**src/rtl/z88_video_pkg.sv**
```systemverilog
// z88_video_pkg: shared 640x480 timing, Z88 LCD geometry and palette.
package z88_video_pkg;

  localparam int H_VIS  = 640;
  localparam int H_FP   = 16;
  localparam int H_SYNC = 96;
  localparam int H_BP   = 48;

  localparam int V_VIS  = 480;
  localparam int V_FP   = 10;
  localparam int V_SYNC = 2;
  localparam int V_BP   = 33;

  localparam int WIN_Y  = 112;
  localparam int VSCALE = 4;

  localparam int LCD_W         = 640;
  localparam int LCD_H         = 64;
  localparam int WORDS_PER_ROW = 160;

  localparam int PIPE = 3;

  localparam logic [11:0] FG     = 12'hFFF;
  localparam logic [11:0] BG     = 12'h214;
  localparam logic [11:0] BORDER = 12'h000;

  typedef logic [9:0]  cnt_t;
  typedef logic [13:0] addr_t;

  typedef struct packed {
    logic de;
    logic hs;
    logic vs;
    logic win;
    logic ld;
  } stage_t;

endpackage

```
**src/rtl/vid_timing.sv**
```systemverilog
// vid_timing: raster h/v counters with sync, visible and vblank flags.
module vid_timing #(
  parameter int H_VIS  = z88_video_pkg::H_VIS,
  parameter int H_FP   = z88_video_pkg::H_FP,
  parameter int H_SYNC = z88_video_pkg::H_SYNC,
  parameter int H_BP   = z88_video_pkg::H_BP,
  parameter int V_VIS  = z88_video_pkg::V_VIS,
  parameter int V_FP   = z88_video_pkg::V_FP,
  parameter int V_SYNC = z88_video_pkg::V_SYNC,
  parameter int V_BP   = z88_video_pkg::V_BP
) (
  input  logic                clk,
  input  logic                rst,
  input  logic                en,
  output z88_video_pkg::cnt_t h,
  output z88_video_pkg::cnt_t v,
  output z88_video_pkg::cnt_t hn,
  output z88_video_pkg::cnt_t vn,
  output logic                vis,
  output logic                hs,
  output logic                vs,
  output logic                vblank
);
  import z88_video_pkg::cnt_t;

  localparam cnt_t H_MAX =
    cnt_t'(H_VIS + H_FP + H_SYNC + H_BP - 1);
  localparam cnt_t V_MAX =
    cnt_t'(V_VIS + V_FP + V_SYNC + V_BP - 1);
  localparam cnt_t HV  = cnt_t'(H_VIS);
  localparam cnt_t VV  = cnt_t'(V_VIS);
  localparam cnt_t HS0 = cnt_t'(H_VIS + H_FP);
  localparam cnt_t HS1 = cnt_t'(H_VIS + H_FP + H_SYNC);
  localparam cnt_t VS0 = cnt_t'(V_VIS + V_FP);
  localparam cnt_t VS1 = cnt_t'(V_VIS + V_FP + V_SYNC);

  // next raster position, shared with the fetch lookahead
  always_comb begin
    hn = h + cnt_t'(1);
    vn = v;
    if (h == H_MAX) begin
      hn = '0;
      vn = (v == V_MAX) ? '0 : v + cnt_t'(1);
    end
  end

  assign vis = (h < HV) && (v < VV);
  assign hs  = (h >= HS0) && (h < HS1);
  assign vs  = (v >= VS0) && (v < VS1);

  always_ff @(posedge clk) begin
    if (rst) begin
      h      <= '0;
      v      <= '0;
      vblank <= 1'b0;
    end else if (en) begin
      h      <= hn;
      v      <= vn;
      vblank <= (vn >= VV);
    end
  end

endmodule

```
**src/rtl/lcd_scan.sv**
```systemverilog
// lcd_scan: scans the 640x64 LCD image out of VRAM into a
// vertically scaled window of a 640x480@60 raster.
module lcd_scan #(
  parameter int H_VIS  = z88_video_pkg::H_VIS,
  parameter int H_FP   = z88_video_pkg::H_FP,
  parameter int H_SYNC = z88_video_pkg::H_SYNC,
  parameter int H_BP   = z88_video_pkg::H_BP,
  parameter int V_VIS  = z88_video_pkg::V_VIS,
  parameter int V_FP   = z88_video_pkg::V_FP,
  parameter int V_SYNC = z88_video_pkg::V_SYNC,
  parameter int V_BP   = z88_video_pkg::V_BP,
  parameter int WIN_Y  = z88_video_pkg::WIN_Y,
  parameter int VSCALE = z88_video_pkg::VSCALE
) (
  input  logic        mck,
  input  logic        rin,
  input  logic        pix_en,
  input  logic        lcdon,
  output logic [13:0] vram_ra,
  input  logic [3:0]  vram_di,
  output logic [11:0] rgb,
  output logic        hsync_n,
  output logic        vsync_n,
  output logic        de,
  output logic        vblank
);
  import z88_video_pkg::cnt_t, z88_video_pkg::addr_t;
  import z88_video_pkg::stage_t, z88_video_pkg::LCD_H;
  import z88_video_pkg::WORDS_PER_ROW;
  import z88_video_pkg::FG, z88_video_pkg::BG;
  import z88_video_pkg::BORDER;

  localparam cnt_t  W0  = cnt_t'(WIN_Y);
  localparam cnt_t  W1  = cnt_t'(WIN_Y + LCD_H * VSCALE);
  localparam cnt_t  SUB = cnt_t'(VSCALE - 1);
  localparam cnt_t  HV  = cnt_t'(H_VIS);
  localparam addr_t ROW = addr_t'(WORDS_PER_ROW);

  cnt_t       h;
  cnt_t       v;
  cnt_t       hn;
  cnt_t       vn;
  logic       vis;
  logic       hact;
  logic       vact;
  addr_t      rb;
  addr_t      rb_nx;
  stage_t     s1;
  stage_t     s2;
  logic [3:0] sh;
  logic       lcd_on_f;

  vid_timing #(
    .H_VIS (H_VIS),
    .H_FP  (H_FP),
    .H_SYNC(H_SYNC),
    .H_BP  (H_BP),
    .V_VIS (V_VIS),
    .V_FP  (V_FP),
    .V_SYNC(V_SYNC),
    .V_BP  (V_BP)
  ) u_tim (
    .clk   (mck),
    .rst   (rin),
    .en    (pix_en),
    .h     (h),
    .v     (v),
    .hn    (hn),
    .vn    (vn),
    .vis   (vis),
    .hs    (hact),
    .vs    (vact),
    .vblank(vblank)
  );

  function automatic logic in_win(cnt_t y);
    return (y >= W0) && (y < W1);
  endfunction

  // row base of the line being entered, stepped once per VSCALE lines
  always_comb begin
    rb_nx = rb;
    if (hn == '0) begin
      if (vn == W0) begin
        rb_nx = '0;
      end else if (in_win(vn) && (((vn - W0) & SUB) == '0)) begin
        rb_nx = rb + ROW;
      end
    end
  end

  always_ff @(posedge mck) begin
    if (rin) begin
      rb       <= '0;
      vram_ra  <= '0;
      lcd_on_f <= 1'b0;
      s1       <= '0;
      s2       <= '0;
      sh       <= '0;
      rgb      <= '0;
      hsync_n  <= 1'b1;
      vsync_n  <= 1'b1;
      de       <= 1'b0;
    end else if (pix_en) begin
      rb <= rb_nx;
      // address the word of the next position so data is back before load
      if (hn < HV) begin
        vram_ra <= rb_nx + addr_t'(hn[9:2]);
      end
      if (h == '0 && v == '0) begin
        lcd_on_f <= lcdon;
      end
      s1 <= '{de:  vis,
              hs:  hact,
              vs:  vact,
              win: in_win(v),
              ld:  (h[1:0] == 2'b00)};
      s2 <= s1;
      sh <= s1.ld ? vram_di : {sh[2:0], 1'b0};
      de      <= s2.de;
      hsync_n <= ~s2.hs;
      vsync_n <= ~s2.vs;
      if (!s2.de) begin
        rgb <= '0;
      end else if (!s2.win) begin
        rgb <= BORDER;
      end else if (lcd_on_f && sh[3]) begin
        rgb <= FG;
      end else begin
        rgb <= BG;
      end
    end
  end

endmodule

```
**config.mk**
```make
export PLATFORM = sky130hd
export DESIGN_NAME = lcd_scan
export DESIGN_NICKNAME = d
export VERILOG_FILES = /design/src/rtl/z88_video_pkg.sv /design/src/rtl/vid_timing.sv /design/src/rtl/lcd_scan.sv
export SDC_FILE = /design/constraint.sdc
export NUM_CORES = 1
export LEC_CHECK = 0
export ABC_AREA = 1
export CAP_MARGIN = 0
export CORE_ASPECT_RATIO = 0.6
export CORE_MARGIN = 8
export CORE_UTILIZATION = 55
export CTS_BUF_LIST = sky130_fd_sc_hd__clkbuf_4
export DETAILED_ROUTE_END_ITERATION = 16
export GPL_ROUTABILITY_DRIVEN = 1
export PLACE_DENSITY = 0.77
export REMOVE_ABC_BUFFERS = 1
export SETUP_SLACK_MARGIN = 0.3
export SYNTH_ARGS = -nofsm -noshare
export SYNTH_HDL_FRONTEND = slang
export SYNTH_SLANG_ARGS = --single-unit
```
**constraint.sdc**
```tcl
create_clock -name mck -period 7.8 [get_ports mck]
set_input_delay 1.56 -clock mck [delete_from_list [all_inputs] [get_ports mck]]
set_output_delay 1.56 -clock mck [all_outputs]
set_load 0.05 [all_outputs]
```
==> impl_metrics.py <==
metrics = {
    "critical_path": {
        "r2r_slack_ns": 3.23,
        "end_kind": "flip-flop",
        "worstReg2RegEnd": "vram_ra[11]",
        "cp.required_ns": 8.17,
        "crit_path_end": "vram_ra[11]",
        "cp-startpoint": "u_tim.h[0]",
        "worstReg2RegStart": "u_tim.h[0]",
        "r2r_cells": 26,
        "critPathKind": "flip-flop to flip-flop",
        "critPathSlowestCell": "dfxtp_1",
        "max_stage_delay_ns": 0.50,
        "cp.arrival_ns": 4.94,
        "startpoint_type": "flip-flop",
        "cp_max_fo": 9,
        "cpMostUsedCell": "nand2_1",
    },
    "timing": {
        "tightest_slew_ns": 1.067,
        "drv_slew": 0,
        "timing.final.hold_violations": 0,
        "holdWs_ns": 0.4364,
        "slew_headroom_pct": 28.88,
        "setup_tns_ns": 0,
        "fin_crit_sh_pct": 58.61,
        "finalClockSkew_ns": 0.02916,
        "rsz0062_at_grt": "no",
        "min_period_ns": 4.572,
        "fmax_ghz": 0.2187,
        "setup_viol": 0,
    },
    "yosys": {
        "postSynthCellCount": 634,
        "synth.yosys.seq_area_share_pct": 31.99,
        "netlist.area_leader.share_pct": 31.99,
        "ys.warnings.count": 0,
        "yosysTopAreaCell": "dfxtp_1",
        "syn-mean-instance-area_um2": 6.712,
        "synth_seq_cells": 68,
        "yosysUniqueCellTypes": 37,
        "ys_top_cells_by_area": "dfxtp_1 (32%), nand2_1 (11%), inv_1 (7.3%), a21oi_1 (6.2%), o21ai_0 (6.2%)",
        "synth_area_mm2": 0.004255,
    },
    "place": {
        "dp_hpwl_mm": 7.866,
        "place_congestion": 1.013,
        "port_buffers": 37,
        "numPlacedInstances": 744,
        "placed_area_mm2": 0.004594,
    },
    "global_routing": {
        "track_usage_pct": 20.47,
        "grt_antenna_before_repair": 0,
        "grt_max_degree": 67,
        "grt_pass1_wl_mm": 18.07,
        "gr-total-overflow": 0,
        "grt_pass1_vias": 3664,
    },
    "clock_network": {
        "clkLatencyLatePin_ns": 0.47,
        "cts.clk_slew.worst_paths_ns": 0.14,
        "cts_inserted_buffers": 9,
        "htree_levels": 3,
        "cts_resized": 0,
        "postCtsHoldBufs": 0,
        "cts_tree": "built",
        "cts_num_sinks": 68,
        "cts_setup_buffers": 0,
        "clock_path_buffers": 2,
        "root_buffer": "clkbuf_4",
    },
    "routing": {
        "finalWirelength_mm": 10.92,
        "drc_errors": 0,
        "drt_iter0_drc": 424,
        "ant_nets": 0,
        "via_count": 4150,
        "post_drt_wl_per_cell_um": 14.37,
        "drtPass1Iterations": 6,
        "viasPerCell": 5.461,
    },
    "floorplan": {
        "die_y_um": 84.14,
        "io_pins": 38,
        "fp.dieArea_mm2": 0.01090,
        "core.rowCount": 24,
        "core_area_mm2": 0.007387,
        "die_x_um": 129.6,
        "initial_core_util_pct": 57.61,
    },
    "power": {
        "cellPowerDensity_mw_per_mm2": 173.8,
        "power.total_mw": 0.8272,
        "p_switching_mw": 0.2734,
        "switching_share_pct": 33.05,
        "peakVddDrop_uv": 159.1,
        "pwr-share-clk_pct": 32.9,
        "power.share.sequential_pct": 47.1,
        "p_int_mw": 0.5538,
        "p_leak_nw": 2.155,
        "pwr-share-comb_pct": 20.0,
    },
    "run_status": {
        "status": "finished clean",
    },
    "worst_hold_path": {
        "hold_path_class": "flip-flop to flip-flop",
        "hold_path.startpoint": "s2[3]",
    },
    "layout": {
        "syn_to_final_growth_pct": 11.82,
        "multi_input_area_mm2": 0.002391,
        "drive_above_1_share_pct": 8.537,
        "fin_nets": 674,
        "final_area_mm2": 0.004758,
        "fin_cells": 760,
        "regArea_mm2": 0.001361,
        "final_common_cell": "nand2_1",
        "diodes": 0,
        "most-common-layout-cells": "nand2_1 (127), inv_1 (83), dfxtp_1 (68)",
        "fill_cells": 672,
    },
    "job": {
        "cap_violations": 0,
    },
}
-- through the flow --
stage,setup slack [ns],util [%]
floorplan,3.061,-
global placement,3.559,62.20
detailed placement,3.378,62.20
CTS,3.328,64.41
global route,2.844,64.41
finish,3.228,64.41
-- power groups by stage --
stage | Sequential (mW) | Combinational, mW | Clock (mW)
2_1_floorplan | 0.420 | 0.0857 | 0
3_3_place_gp | 0.396 | 0.159 | 0
3_5_place_dp | 0.397 | 0.162 | 0
4_1_cts | 0.389 | 0.163 | 0.277
5_1_grt | 0.393 | 0.182 | 0.291
6_report | 0.390 | 0.165 | 0.272
-- worst min-delay path by stage --
stage	endpoint	slack, ns	cells past startpoint
2_1_floorplan	hsync_n	0.41	1
5_1_grt	hsync_n	0.48	1
6_report	hsync_n	0.44	1
4_1_cts	hsync_n	0.44	1
3_5_place_dp	hsync_n	0.42	1
3_3_place_gp	hsync_n	0.42	1
-- worst max-delay path: cells and delay by family (launching register included) --
kind	cells	cell delay, ns
AOI/OAI and AO/OA	6	0.84
adders and majority gates	2	0.64
DFF	1	0.50
buffers and inverters	3	0.45
and+or+nand+nor	15	2.02
-- kinds of logic (layout without fill, tap and decap cells) --
logic type / count (synthesis) / in the layout / share of synthesized area (%)
xor+xnor: 12 / 12 / 2.470
compound gates: 127 / 127 / 15.99
flops: 68 / 68 / 31.99
simple gates: 290 / 290 / 33.14
buf+inv: 122 / 144 / 11.82
fa+ha+maj: 15 / 15 / 4.587
-- cell type report --
type | count | share of cell area [%]
Clock buffer | 10 | 1.578
Timing Repair Buffer | 38 | 7.836
Clock inverter | 6 | 1.867
Inverter | 90 | 7.126
Multi-Input combinational cell | 444 | 50.25
Tap cell | 104 | 2.735
Sequential cell | 68 | 28.61
-- registers in the layout, summed over array words and instances, names as in the netlist --
register / flops
rb: 14
vram_ra: 14
u_tim.h: 10
u_tim.v: 10
s1: 5
s2: 4
sh: 4
rgb: 2
de: 1
hsync_n: 1
lcd_on_f: 1
u_tim.vblank: 1
vsync_n: 1
-- synthesized netlist by cell type --
| cell | n |
|---|---|
| buf_4 | 11 |
| nor3_1 | 5 |
| dfxtp_1 | 68 |
| clkbuf_1 | 17 |
| nor3_2 | 1 |
| buf_1 | 2 |
| o21ai_1 | 3 |
| o2111ai_1 | 1 |
| nand2_1 | 127 |
| o21bai_1 | 5 |
| ha_1 | 14 |
| nand3b_1 | 1 |
| or2_2 | 1 |
| nand4_1 | 12 |
| o21ai_0 | 53 |
| nand4_4 | 1 |
| nor2_8 | 2 |
| a211oi_1 | 3 |
| a31oi_1 | 2 |
| nor2_1 | 63 |
| nor2_4 | 5 |
| xnor2_1 | 5 |
| xor2_1 | 7 |
| nand3_1 | 47 |
| clkinv_2 | 1 |
| o211ai_1 | 6 |
| nand2_2 | 2 |
| nor2_2 | 5 |
| fa_1 | 1 |
| nand3_4 | 2 |
| buf_2 | 2 |
| inv_2 | 6 |
| nor4_1 | 5 |
| nand3_2 | 11 |
| o21ai_2 | 1 |
| inv_1 | 83 |
| a21oi_1 | 53 |
-- metal layers --
layer,track usage (%),up-vias,wire [um]
li1,-,2099,-
met1,28.61,1861,5231
met2,29.00,173,4451
met3,7.066,17,1095
met4,5.556,0,144
met5,0,-,0
No activity file was read; power rests on OpenSTA's default activity.
